### config.mk
export PLATFORM = sky130hd
export DESIGN_NAME = pc_gen_flat
export DESIGN_NICKNAME = d
export VERILOG_FILES = /design/src/rtl/pc_gen_if.sv /design/src/rtl/pc_gen.sv /design/src/flat_wrapper.sv
export SDC_FILE = /design/constraint.sdc
export NUM_CORES = 1
export LEC_CHECK = 0
export CAP_MARGIN = 20
export CORE_MARGIN = 10
export CORE_UTILIZATION = 45
export DETAILED_ROUTE_END_ITERATION = 12
export PLACE_DENSITY = 0.81
export SYNTH_ARGS = -nofsm -noshare
export SYNTH_HDL_FRONTEND = slang
export SYNTH_SLANG_ARGS = --single-unit
### constraint.sdc
create_clock -name clk -period 4.3 [get_ports clk]
set_input_delay 0.86 -clock clk [delete_from_list [all_inputs] [get_ports clk]]
set_output_delay 0.86 -clock clk [all_outputs]
set_load 0.03 [all_outputs]
### src/rtl/pc_gen_if.sv
// Fetch-stage bus between pc_gen (master) and control / branch unit / instruction memory (slave).
interface pc_gen_if #(
    parameter int unsigned ADDR_W = 32
);
    logic              stall;
    logic              flush;
    logic [ADDR_W-1:0] flush_pc;
    logic              br_taken;
    logic [ADDR_W-1:0] br_target;
    logic              if_ready;
    logic [ADDR_W-1:0] pc;
    logic              ce;
    logic              redir_pend;
    logic              pc_misalign;

    modport master (
        input  stall, flush, flush_pc, br_taken, br_target, if_ready,
        output pc, ce, redir_pend, pc_misalign
    );

    modport slave (
        output stall, flush, flush_pc, br_taken, br_target, if_ready,
        input  pc, ce, redir_pend, pc_misalign
    );
endinterface

### src/rtl/pc_gen.sv
// Fetch program-counter generator with stall hold, fetch handshake, buffered branch and flush redirect.
// Optional alignment flag on redirected loads: define PC_ALIGN_CHECK_EN.
module pc_gen #(
    parameter int unsigned ADDR_W     = 32,
    parameter logic [31:0] RESET_VEC  = 32'hBFC00000,
    parameter int unsigned INST_BYTES = 4
) (
    input  logic     clk,
    input  logic     rst,
    pc_gen_if.master bus
);
    localparam logic [ADDR_W-1:0] RST_PC = ADDR_W'(RESET_VEC);
    localparam logic [ADDR_W-1:0] STEP   = ADDR_W'(INST_BYTES);

    typedef enum logic [0:0] {IDLE = 1'b0, RUN = 1'b1} state_t;

    state_t            state_q, state_d;
    logic [ADDR_W-1:0] pc_q, pc_d;
    logic [ADDR_W-1:0] pend_q, pend_d;
    logic              rp_q, rp_d;
    logic              ce_q, ce_d;
    logic              adv;

    assign adv = ce_q & bus.if_ready & ~bus.stall;

    // State register
    always_ff @(posedge clk) begin
        if (!rst) state_q <= IDLE;
        else      state_q <= state_d;
    end

    // Next state: leave IDLE on the first edge out of reset
    always_comb begin
        state_d = state_q;
        case (state_q)
            IDLE:    state_d = RUN;
            RUN:     state_d = RUN;
            default: state_d = IDLE;
        endcase
    end

    // Next pc / redirect buffer; flush beats branch beats pending beats sequential
    always_comb begin
        pc_d   = pc_q;
        pend_d = pend_q;
        rp_d   = rp_q;
        ce_d   = ce_q;
        case (state_q)
            IDLE: ce_d = 1'b1;
            RUN: begin
                ce_d = 1'b1;
                if (bus.flush) begin
                    pc_d = bus.flush_pc;
                    rp_d = 1'b0;
                end else if (bus.br_taken && adv) begin
                    pc_d = bus.br_target;
                    rp_d = 1'b0;
                end else if (bus.br_taken) begin
                    pend_d = bus.br_target;
                    rp_d   = 1'b1;
                end else if (rp_q && adv) begin
                    pc_d = pend_q;
                    rp_d = 1'b0;
                end else if (adv) begin
                    pc_d = pc_q + STEP;
                end
            end
            default: ce_d = 1'b0;
        endcase
    end

    // Datapath registers
    always_ff @(posedge clk) begin
        if (!rst) begin
            pc_q   <= RST_PC;
            pend_q <= '0;
            rp_q   <= 1'b0;
            ce_q   <= 1'b0;
        end else begin
            pc_q   <= pc_d;
            pend_q <= pend_d;
            rp_q   <= rp_d;
            ce_q   <= ce_d;
        end
    end

    assign bus.pc         = pc_q;
    assign bus.ce         = ce_q;
    assign bus.redir_pend = rp_q;

`ifdef PC_ALIGN_CHECK_EN
    localparam logic [ADDR_W-1:0] ALIGN_MASK = ADDR_W'(INST_BYTES - 1);

    logic redir_load;
    logic mis_q;

    // Only redirected loads can introduce a misaligned pc
    assign redir_load = (state_q == RUN) &
                        (bus.flush | (bus.br_taken & adv) | (rp_q & adv));

    always_ff @(posedge clk) begin
        if (!rst) mis_q <= 1'b0;
        else      mis_q <= redir_load && ((pc_d & ALIGN_MASK) != '0);
    end

    assign bus.pc_misalign = mis_q;
`else
    assign bus.pc_misalign = 1'b0;
`endif
endmodule

### src/flat_wrapper.sv
// flat-port wrapper written by rule: the top's interface ports become plain ports
module pc_gen_flat 
#(
    parameter int unsigned ADDR_W     = 32,
    parameter logic [31:0] RESET_VEC  = 32'hBFC00000,
    parameter int unsigned INST_BYTES = 4
)
  (clk, rst, bus_stall, bus_flush, bus_flush_pc, bus_br_taken, bus_br_target, bus_if_ready, bus_pc, bus_ce, bus_redir_pend, bus_pc_misalign);
  pc_gen_if #(.ADDR_W(ADDR_W)) bus_i ();
  input  logic clk;
  input  logic rst;
  input wire logic [$bits(bus_i.stall)-1:0] bus_stall;
  input wire logic [$bits(bus_i.flush)-1:0] bus_flush;
  input wire logic [$bits(bus_i.flush_pc)-1:0] bus_flush_pc;
  input wire logic [$bits(bus_i.br_taken)-1:0] bus_br_taken;
  input wire logic [$bits(bus_i.br_target)-1:0] bus_br_target;
  input wire logic [$bits(bus_i.if_ready)-1:0] bus_if_ready;
  output wire logic [$bits(bus_i.pc)-1:0] bus_pc;
  output wire logic [$bits(bus_i.ce)-1:0] bus_ce;
  output wire logic [$bits(bus_i.redir_pend)-1:0] bus_redir_pend;
  output wire logic [$bits(bus_i.pc_misalign)-1:0] bus_pc_misalign;
  assign bus_i.stall = bus_stall;
  assign bus_i.flush = bus_flush;
  assign bus_i.flush_pc = bus_flush_pc;
  assign bus_i.br_taken = bus_br_taken;
  assign bus_i.br_target = bus_br_target;
  assign bus_i.if_ready = bus_if_ready;
  assign bus_pc = bus_i.pc;
  assign bus_ce = bus_i.ce;
  assign bus_redir_pend = bus_i.redir_pend;
  assign bus_pc_misalign = bus_i.pc_misalign;
  pc_gen #(.ADDR_W(ADDR_W), .RESET_VEC(RESET_VEC), .INST_BYTES(INST_BYTES)) u_core (.clk(clk), .rst(rst), .bus(bus_i));
endmodule
; ---- Word-level counts from Yosys, hierarchy flattened
; Cells that the tools add are included.
[word_totals]
reg_bits = 66
inputBits = 70
[op_classes]
addsub = 1
eq_ne = 1
muxes = 10
bitwise_logic = 5
n_reduce_logical = 7
[ops]
columns = operator, count
row1 = two-way mux 32 bit, 5
row2 = adder 32 x 3 -> 32 bit (second input constant), 1
row3 = nonzero test 4 bit, 2
row4 = two-way mux 1 bit, 5
row5 = AND reduction 4 bit, 1
row6 = != test 3 x 2 -> 1 bit (second input constant), 1
row7 = NOT 1 bit, 3
row8 = AND reduction 3 bit, 1
row9 = bitwise AND 1 bit, 2
row10 = logical AND 1 bit, 2
row11 = AND reduction 2 bit, 1

; ---- Logic depth before layout (Yosys ltp)
; Gate-level depths: netlist of run 1.
[logic_depth]
depth_word = 7
ltp_mapped = 8

; ---- Worst setup path after synthesis of run 1
; Ideal clock, no wire load.
[synth_timing]
path_type = input port to flip-flop
startpoint = input port bus_br_taken
endpoint = register u_core.pc_q[13], in the netlist u_core.bus.pc[13]
arrival_time_ns = 2.138
t_required_ns = 4.208
path_slack_ns = 2.070
stages = 8
n_path_buf = 3
cell_sequence = clkbuf_1 > and4b_1 > buf_2 > buf_1 > nand2_1 > o211ai_1 > o21ai_0 > o32ai_1
[synth_via]
elab_chain_len = 3
elab_cells_between_ends = 6
[synth_rtl]
columns = item, line
row1 = "start, declared", flat_wrapper.sv:15  ; input wire logic [$bits(bus_i.br_taken)-1:0] bus_br_taken;
row2 = logical AND 1 bit, pc_gen.sv:55  ; end else if (bus.br_taken && adv) begin
row3 = "!= test 3 x 2 -> 1 bit (no line), or another cell as far along", --
row4 = AND reduction 3 bit (no line) / two-way mux 32 bit (equally long branches), --
row5 = "end signal, assigned", pc_gen.sv:80  ; pc_q <= pc_d;
row6 = "end, declared", pc_gen.sv:18  ; logic [ADDR_W-1:0] pc_q, pc_d;
; Several ways; a longest one is shown, not always the timed one.
; A chain may end at the register's enable or synchronous reset.

; ---- Worst setup path after layout of run 1
[layout_timing]
startpoint = input port bus_br_taken
endpoint = register u_core.pc_q[19], in the netlist u_core.bus.pc[19]
; The elaborated chain is that of the path after synthesis.

==> results of run 1 <==
## cell usage after synthesis, types with 4 or more instances
library cell  instances
a21oi_1              60
o2111ai_1             4
a31oi_1              10
dfxtp_1              66
inv_1                10
nand2_1             116
nand2b_1              5
o31ai_1               7
a211oi_1              8
clkbuf_1             29
nor3b_1               6
buf_2                 6
or3_1                 8
xor2_1                6
nor2_1               29
o221ai_1              4
nor2b_1               5
o211ai_1             10
nor4_1                6
mux2i_1               6
o21ai_0              33
a221oi_1              7
nand3_1              26
nor3_1               14
nand4_1              10
## flip-flops by register name, summed over array words and instances, names as in the netlist
register               flops
u_core.state_q             1
u_core.bus.pc             32
u_core.bus.redir_pend      1
u_core.pend_q             32
## layout make-up
| class | instances | area, µm² |
|---|---|---|
| clock buffer | 10 | 127.6 |
| clock inverter | 6 | 57.56 |
| fill | 801 | 3423 |
| inverter | 11 | 41.29 |
| multi-input combinational | 439 | 2501 |
| sequential | 66 | 1321 |
| tap | 108 | 135.1 |
| timing repair buffer | 117 | 1156 |
## power by group through the flow
stage	Combinational, mW	Clock [mW]	Sequential [mW]
after global placement	0.359	0	0.703
after global routing	0.396	0.547	0.698
after detailed placement	0.361	0	0.704
final	0.370	0.520	0.693
after floorplan	0.158	0	0.732
after CTS	0.363	0.524	0.690
## metrics by stage
stage / utilization (%) / cell area [µm²] / power [mW]
after floorplan: - / 4068 / 0.8897
after global placement: 58.51 / 5127 / 1.061
after detailed placement: 58.51 / 5127 / 1.066
after CTS: 60.62 / 5313 / 1.578
after global routing: 60.94 / 5340 / 1.640
final: 60.94 / 5340 / 1.584
## worst paths after layout
check	startpoint	end	slack, ps	depth (start not counted)
hold / removal	u_core.pend_q[19]	u_core.pend_q[19]	460	2
setup / recovery	bus_br_taken	u_core.bus.pc[19]	1400	6
setup reg to reg	u_core.state_q	u_core.bus.pc[19]	1740	5
hold reg to reg	u_core.pend_q[19]	u_core.pend_q[19]	460	2
## kinds of logic (layout without fill, tap and decap cells)
kind of cell / count (synthesis) / in the layout / synth area share (%)
xor gates and xnor gates: 9 / 9 / 1.938
and+or+nand+nor: 247 / 247 / 29.84
AOI/OAI and AO/OA: 174 / 174 / 27.25
adders and majority gates: 1 / 1 / 0.3075
buffers and inverters: 55 / 144 / 6.337
other: 1 / 1 / 0.09219
muxes: 7 / 7 / 1.753
DFF: 66 / 66 / 32.48
## metal layers
metal	routed length [µm]	GRT usage (%)	part of all wire, %	vias to the layer above
met5	0	0	0	-
met4	506	9.406	3.2	0
met3	1484	4.375	9.4	44
met2	7020	34.01	44	286
met1	6821	31.90	43	2210
li1	-	-	-	2213
## worst max-delay path: stages
cell,delay [ps]
clkdlybuf4s50_1,840
and4b_1,330
buf_4,390
a221oi_1,230
or3_1,350
a31oi_1,150
==> summary.txt, run 1 <==
Run status
  • Status: finished clean

Clocking
  • CTS tree: yes
  • Later-pin clock latency in the skew report: 360 ps
  • Clock sink count: 66
  • CTS Buffer Depth: 2
  • TritonCTS buffer count: 9
  • CTS HTree Levels: 3
  • CTS root buf: clkbuf_8
  • Post_cts resized: 0
  • Post CTS Setup Buffer Count: 0
  • Hold buffer count at CTS: 0
  • Clk slew on worst S/H paths: ~80 ps

Routing
  • Routed via count: about 4.8k
  • Vias/cell: roughly 6.3
  • Antenna Nets Post-Route: 0
  • DRC errors left: 0
  • Avg WL per Cell: approximately 21 µm
  • DR pass1 iterations: 7
  • DR iter-0 viols: 690
  • DRT Wirelength: about 16 mm

Floorplan
  • Die Ht: between 100 and 150 µm
  • Initial Util: roughly 46%
  • Core Region: around 8800 µm²
  • Die Wd: ~120 µm
  • Ports: between 100 and 150
  • Core Rows: 34
  • Area of the die: 13240 µm²

Power and ir drop
  • Maximum VDD drop: approximately 0.16 mV
  • Power Internal: 1.074 mW
  • Clk pwr share: between 30 and 40%
  • P_leak: between 1.5 and 2 nW
  • Power Density: between 200 and 300 nW/µm²
  • Gate power share: around a quarter
  • Switching share of power: 32.17%
  • Sequential power share: a little over two fifths
  • Switching power: approximately 0.51 mW

Global route
  • Total GRT Usage: 22.98%
  • Global route overflow: 0
  • Vias in the first global route: 4436
  • First-pass GRT wire length: around 24 mm
  • Largest net degree at the start of global routing: 47
  • Antenna violations before repair: 0

STA
  • Peak Freq: ~350 MHz
  • Max Clock Skew: about 7.0 ps
  • Setup Viol. Count Final: 0
  • Relative slew slack: a little over two fifths
  • Period utilization: 67.37%
  • Final setup margin: around 1400 ps
  • Hold slack final: between 400 and 500 ps
  • Period minus WS final: 2897 ps
  • RSZ-0062 raised after global routing: false
  • Slew Limit Fails: 0
  • Post-route setup TNS: 0 ps
  • Final hold violation count: 0
  • Least-Margin Pin Slew: about 840 ps

Final layout
  • Synth-to-Final Area Change: 31.28%
  • N_diodes: 0
  • Final net count: 715
  • Most common cell after layout, fill and taps aside: nand2_1
  • Share of layout cells above drive strength 1: approximately 7.2%
  • Non-Filler Instances: roughly 760
  • Most frequent cells in the layout: 116 x nand2_1, 103 x clkdlybuf4s50_1, 66 x dfxtp_1

Synth
  • EDFF count, synth: 0
  • Area of the mapped netlist: 4068 µm²
  • Sequential area share after synthesis: between 30 and 40%
  • Synth area leaders: dfxtp_1 32%, nand2_1 11%, a21oi_1 7.4%, o21ai_0 4.1%, nand3_1 3.2%
  • Share of Yosys cell area claimed by the top area cell type: roughly 32%
  • Yosys cell types: 69
  • Ys async rst share: 0%
  • Flops & latches, synth: 66
  • Ys Warns: 0
  • Syn Inst Count: between 500 and 600
  • Post-synth net total: roughly 630
  • Post-synth top flop: dfxtp_1
  • Yosys top cell by area: dfxtp_1
  • Avg Inst Size Synth: 7.264 µm²

Placement
  • Placed cells: 740
  • Post-detail-place hpwl: approximately 11 mm
  • Port bufs: just over 100
  • Place WS: between 1000 and 1500 ps
  • Gpl congestion: slightly above 0.9

Setup path
  • Kind of critical path: input port to flop
  • Worst-path maximum fanout: 36
  • WP data required: 4580 ps
  • CP arrival: around 3200 ps
  • CP endpoint kind: flop
  • Startpoint Class: input port

Run
  • Max-Cap Viols: 0

Worst hold path
  • Hold Path Class: flop to flop
(Power assumes the default switching activity.)
==> inputs of run 2 (changes only) <==
--- a/config.mk
+++ b/config.mk
@@ -9,7 +9,7 @@
 export CORE_MARGIN = 10
 export CORE_UTILIZATION = 45
 export DETAILED_ROUTE_END_ITERATION = 12
-export PLACE_DENSITY = 0.81
+export PLACE_DENSITY = 0.84
 export SYNTH_ARGS = -nofsm -noshare
 export SYNTH_HDL_FRONTEND = slang
 export SYNTH_SLANG_ARGS = --single-unit
==> constraint.sdc (replaced) <==
create_clock -name clk -period 2.6 [get_ports clk]
set_input_delay 0.52 -clock clk [delete_from_list [all_inputs] [get_ports clk]]
set_output_delay 0.52 -clock clk [all_outputs]
set_load 0.03 [all_outputs]
==> run 2 against run 1 <==
Effect of this change:
- clock skew up 1.7 ps
- critical path depth down 5
- cell count up 2.8%
- via count up 2.0%
- non-clock buffer count up 22
- sequential share of layout area down 0.95 points
- sequential power up 63%
- global-route usage up 0.47 points
- core utilization up 2.4 points
- register-to-register slack worse by 1200 ps
==> summary.txt, run 2 (same netlist as run 1, synthesis figures left out) <==
Run status
  • Status: finished clean

STA
  • Max Clock Skew: 8.690 ps (+1.709 ps)
  • RSZ-0062 raised after global routing: false
  • Final hold violation count: 0 (unchanged)
  • Hold slack final: 457.0 ps (-0.1450 ps)
  • Period utilization: between 80% and 90%
  • Setup Viol. Count Final: 0 (unchanged)
  • Relative slew slack: 56.49% (+13 points)
  • Period minus WS final: 2149 ps
  • Peak Freq: ~470 MHz
  • Slew Limit Fails: 0 (unchanged)
  • Post-route setup TNS: 0 ps (unchanged)
  • Least-Margin Pin Slew: 646.7 ps (-194.1 ps)

Placement
  • Port bufs: 103 (unchanged)
  • Placed cell area: 5338 µm² (+4.1%)
  • Gpl congestion: 0.9909 (+8.5%)
  • Post-detail-place hpwl: 12.26 mm (+7.7%)

Routing
  • DRT Wirelength: 16.35 mm (+3.3%)
  • DRC errors left: 0 (unchanged)
  • DR pass1 iterations: 7 (unchanged)
  • Avg WL per Cell: 21.01 µm (+0.48%)
  • Routed via count: 4849 (+2.0%)
  • DR iter-0 viols: 513 (-26%)
  • Antenna Nets Post-Route: 0 (unchanged)
  • Vias/cell: 6.233 (-0.73%)

Setup path
  • CP arrival: 1630 ps (-1550 ps)
  • Cell Chain, Critical Path: clkdlybuf4s50_1
  • WP data required: 2080 ps (-2500 ps)
  • CP Buf/Inv Count: 1 (-1)
  • Startpoint Class: flop
  • Crit path max-delay family: buffers and inverters
  • Critical-path top delay cell: clkdlybuf4s50_1
  • Worst reg-to-reg setup slack: 540 ps (-1200 ps)
  • Worst-path maximum fanout: 11 (-69%)
  • Kind of critical path: flop to primary output
  • CP endpoint kind: primary output
  • Max stage delay on crit path: 750 ps (-90 ps)

Clocking
  • Hold buffer count at CTS: 0 (unchanged)
  • Clk slew on worst S/H paths: 80 ps (about the same)
  • TritonCTS buffer count: 9 (unchanged)
  • Later-pin clock latency in the skew report: 350 ps (about the same)
  • CTS root buf: clkbuf_8
  • Post CTS Setup Buffer Count: 0 (unchanged)
  • CTS Buffer Depth: 2 (unchanged)
  • CTS tree: yes
  • Post_cts resized: 0 (unchanged)
  • CTS HTree Levels: 3 (unchanged)
  • Clock sink count: 66 (unchanged)

Power and ir drop
  • Maximum VDD drop: 0.2774 mV (+76%)
  • P_leak: 2.008 nW (+6.6%)
  • Power Density: 497.4 nW/µm² (+68%)
  • Total power: 2.762 mW (+74%)

Final layout
  • Final core occ: 63.38% (+2.4 points)
  • Most common cell after layout, fill and taps aside: nand2_1
  • Synth-to-Final Area Change: 36.54%
  • N_diodes: 0 (unchanged)
  • Post-route cell area: 5554 µm² (+4.0%)
  • Final net count: 737 (+3.1%)
  • Fill count: 793 (-1.0%)
  • Share of layout cells above drive strength 1: 10.30% (+3.1 points)
  • Most frequent cells in the layout: 116 x nand2_1, 103 x clkdlybuf4s50_1, 66 x dfxtp_1

Floorplan
  • Die Wd: 115.1 µm (unchanged)
  • Area of the die: 13240 µm² (unchanged)
  • Core Region: 8763 µm² (unchanged)
  • Die Ht: 115.1 µm (unchanged)
  • Core Rows: 34 (unchanged)
  • Initial Util: 46.42% (unchanged)
  • Ports: 105 (unchanged)

Run
  • Max-Cap Viols: 0 (unchanged)

Global route
  • Antenna violations before repair: 0 (unchanged)
  • Total GRT Usage: 23.45% (+0.47 points)
  • Global route overflow: 0 (unchanged)
  • Largest net degree at the start of global routing: 39 (-17%)
  • Vias in the first global route: 4443 (+0.16%)
  • First-pass GRT wire length: 24.93 mm (+2.7%)

Worst hold path
  • Hold Path Class: flop to flop
run 2: through the flow:
stage,setup slack (ps),std cells
2_1_floorplan,550.0,560
3_3_place_gp,172.1,763
3_5_place_dp,155.6,763
4_1_cts,436.2,778
5_1_grt,218.1,778
6_report,451.1,778
run 2: layout make-up:
| class | instances | area, µm² | share of cell area [%] |
|---|---|---|---|
| Multi-Input combinational cell | 439 | 2501 | 45.03 |
| Timing Repair Buffer | 139 | 1339 | 24.10 |
| Sequential cell | 66 | 1321 | 23.79 |
| Tap cell | 108 | 135.1 | 2.433 |
| Clock buffer | 9 | 123.9 | 2.230 |
| Clock inverter | 6 | 92.59 | 1.667 |
| Inverter | 11 | 41.29 | 0.7434 |
run 2: path summary, 6_finish.rpt:
| path | from | to | depth (start not counted) |
|---|---|---|---|
| min | u_core.pend_q[14] | u_core.pend_q[14] | 2 |
| min reg2reg | u_core.pend_q[14] | u_core.pend_q[14] | 2 |
| max | u_core.bus.redir_pend | bus_redir_pend | 1 |
| max reg2reg | u_core.bus.pc[17] | u_core.bus.pc[25] | 5 |
run 2: report_power, final:
group,switching [mW],internal [mW],total [mW]
Sequential,0.0697,1.06,1.13
Combinational,0.361,0.301,0.662
Clock,0.430,0.537,0.968
run 2: per-layer routing:
layer	vias up	share of wire (%)	global-route usage [%]
met1	2260	41	32.64
met2	298	45	35.02
met5	-	0	0
met4	0	2.3	6.766
li1	2261	-	-
met3	30	11	5.677
==> inputs of run 3 (changes only) <==
--- a/config.mk
+++ b/config.mk
@@ -9,7 +9,7 @@
 export CORE_MARGIN = 10
 export CORE_UTILIZATION = 45
 export DETAILED_ROUTE_END_ITERATION = 12
-export PLACE_DENSITY = 0.84
+export PLACE_DENSITY = 0.81
 export SYNTH_ARGS = -nofsm -noshare
 export SYNTH_HDL_FRONTEND = slang
 export SYNTH_SLANG_ARGS = --single-unit
==> constraint.sdc (replaced) <==
create_clock -name clk -period 2 [get_ports clk]
set_input_delay 0.4 -clock clk [delete_from_list [all_inputs] [get_ports clk]]
set_output_delay 0.4 -clock clk [all_outputs]
set_load 0.03 [all_outputs]
==> run 3 against run 2 <==
Effect of this change:
- setup slack got worse by 450 ps
- clock power rose by 13%
- clock skew rose by 3.2 ps
- combinational power rose by 50%
- non-clock buffer count rose by 72
==> summary.txt, run 3 (same netlist as run 1, synthesis figures left out) <==
Global route
  • Vias in the first global route: 4761 (+7.2%)
  • Antenna violations before repair: 0 (unchanged)
  • Global route overflow: 0 (unchanged)
  • Largest net degree at the start of global routing: 33 (-15%)
  • Total GRT Usage: 25.09% (+1.6 points)
  • First-pass GRT wire length: 26.42 mm (+6.0%)

Setup path
  • Startpoint Class: input port
  • Reg2reg start: u_core.state_q
  • Cell Chain, Critical Path: clkdlybuf4s50_1 -> nand2b_1 -> a21oi_2 -> buf_4 -> o31a_1 -> o221ai_1 -> a31oi_1
  • CP Buf/Inv Count: 2 (+1)
  • Reg2Reg Depth: 7 (+2)
  • Crit path max-delay family: compound AO/OA/AOI/OAI gates
  • CP arrival: 2220 ps (+590 ps)
  • Worst-path maximum fanout: 9 (-2)
  • Max stage delay on crit path: 470 ps (-280 ps)
  • Worst reg-to-reg setup slack: 70 ps (-470 ps)
  • Kind of critical path: input port to flop
  • Terminus of the critical flop-to-flop path: u_core.bus.pc[17]
  • CP endpoint kind: flop
  • Critical-path top delay cell: clkdlybuf4s50_1
  • WP data required: 2220 ps (+140 ps)

Routing
  • Antenna Nets Post-Route: 0 (unchanged)
  • Routed via count: 5112 (+5.4%)
  • DRC errors left: 0 (unchanged)
  • Avg WL per Cell: 20.29 µm (-3.4%)
  • DRT Wirelength: 17.27 mm (+5.6%)
  • DR pass1 iterations: 7 (unchanged)
  • Vias/cell: 6.007 (-3.6%)
  • DR iter-0 viols: 605 (+18%)

Clocking
  • CTS HTree Levels: 3 (unchanged)
  • Hold buffer count at CTS: 0 (unchanged)
  • Later-pin clock latency in the skew report: 360 ps (about the same)
  • CTS tree: yes
  • CTS Buffer Depth: 2 (unchanged)
  • CTS root buf: clkbuf_8
  • TritonCTS buffer count: 9 (unchanged)
  • Clk slew on worst S/H paths: 80 ps (about the same)
  • Clock sink count: 66 (unchanged)

Final layout
  • N_diodes: 0 (unchanged)
  • Most frequent cells in the layout: 116 x nand2_1, 102 x buf_4, 92 x clkdlybuf4s50_1
  • Final net count: 809 (+9.8%)
  • Non-Filler Instances: 851 (+9.4%)
  • Fill count: 768 (-3.2%)
  • Most common cell after layout, fill and taps aside: nand2_1
  • Post-route cell area: 6131 µm² (+10%)
  • Synth-to-Final Area Change: 50.72%
  • Final core occ: 69.96% (+6.6 points)
  • Share of layout cells above drive strength 1: 20.59% (+10 points)

Power and ir drop
  • Power Density: 576.7 nW/µm² (+16%)
  • Power Internal: 2.320 mW (+22%)
  • Switching share of power: 34.37% (+3.2 points)
  • Sequential power share: 41.0% (about the same)
  • Clk pwr share: 30.9% (-4.1 points)
  • P_leak: 2.478 nW (+23%)
  • Switching power: 1.215 mW (+41%)
  • Maximum VDD drop: 0.4012 mV (+45%)
  • Gate power share: 28.0% (+4.0 points)
  • Total power: 3.535 mW (+28%)

Worst hold path
  • Hold depth: 2 (unchanged)
  • Origin of the worst min-delay path: u_core.pend_q[24]
  • Hold Path Class: flop to flop
  • Worst hold path endpoint: u_core.pend_q[24]

Floorplan
  • Die Ht: 115.1 µm (unchanged)
  • Core Rows: 34 (unchanged)
  • Ports: 105 (unchanged)
  • Core Region: 8763 µm² (unchanged)
  • Initial Util: 46.42% (unchanged)
  • Die Wd: 115.1 µm (unchanged)
  • Area of the die: 13240 µm² (unchanged)

Run
  • Max-Cap Viols: 0 (unchanged)

STA
  • Slew Limit Fails: 0 (unchanged)
  • Peak Freq: approximately 500 MHz
  • Least-Margin Pin Slew: 523.5 ps (-123.2 ps)
  • Final setup margin: 2.323 ps (-448.7 ps)
  • Final hold violation count: 0 (unchanged)
  • Relative slew slack: 64.64% (+8.2 points)
  • Max Clock Skew: 11.92 ps (+3.235 ps)
  • RSZ-0062 raised after global routing: true
  • Period minus WS final: 1998 ps
  • Hold slack final: 461.5 ps (+4.440 ps)
  • Period utilization: between 90% and 100%
  • Post-route setup TNS: 0 ps (unchanged)
  • Setup Viol. Count Final: 0 (unchanged)

Placement
  • Placed cell area: 5861 µm² (+9.8%)
  • Port bufs: 103 (unchanged)
  • Placed cells: 832 (+9.0%)
  • Place WS: -323.7 ps (-479.3 ps)
  • Post-detail-place hpwl: 13.49 mm (+10%)
  • Gpl congestion: 1.015 (+2.4%)

Run status
  • Status: finished clean
## run 3: changes by cell type in the layout (fill, tap and decap cells not counted), moves of 2 or more
cell             before  now
a2111oi_2             0    2
bufinv_16             2    0
dfxtp_1              66   62
inv_6                 0    4
buf_4                33  102
clkdlybuf4s50_1     103   92
buf_6                 0    2
dlymetal6s2s_1        0    7
dlygate4sd2_1         0    4
a2111oi_0             3    1
dfxtp_2               0    4
## run 3: worst reg2reg max path, cell delays in order (launching register included)
cell      delay [ps]
dfxtp_1          480
buf_4            210
inv_1            140
a21oi_2          160
buf_4            200
o31a_1           150
o221ai_1         110
a31oi_1          350
## run 3: timing repair
action	in CTS	in global routing
endpoints found under the setup margin	5	16
pin swaps	0	3
buffers inserted	0	3
gates resized for setup	6	19
## run 3: power groups by stage
stage / clock network [mW] / registers, mW / logic [mW]
after floorplan: 0 / 1.57 / 0.340
after global placement: 0 / 1.48 / 0.958
after detailed placement: 0 / 1.48 / 0.963
after CTS: 1.10 / 1.45 / 0.966
after global routing: 1.14 / 1.46 / 1.05
final: 1.09 / 1.45 / 0.991
## run 3: how the worst max path moves through the flow
stage,from,to,slack (ps),cells after the start
2_1_floorplan,u_core.bus.pc[10],u_core.bus.pc[26],3,5
3_3_place_gp,bus_if_ready,u_core.bus.pc[11],-300,7
3_5_place_dp,bus_if_ready,u_core.bus.pc[13],-320,9
4_1_cts,u_core.bus.pc[2],bus_pc[2],7,2
5_1_grt,bus_stall,u_core.bus.pc[20],-6,8
6_report,bus_stall,u_core.bus.pc[17],2,7
## run 3: cell type report
cell class              instances  area (µm²)  area share [%]
clock buffers                   9       123.9           2.020
clock inverters                 7       58.81          0.9592
inverters                      11       41.29          0.6735
multi-input cells             439        2539           41.41
flip-flops and latches         66        1326           21.63
well taps                     108       135.1           2.204
repair buffers                211        1907           31.10
## run 3: metal layers
layer | share of wire [%] | vias to the layer above | global-route usage (%)
met3 | 10 | 38 | 6.146
met4 | 2.4 | 0 | 7.426
met1 | 44 | 2364 | 36.91
li1 | - | 2416 | -
met5 | 0 | - | 0
met2 | 43 | 294 | 34.95
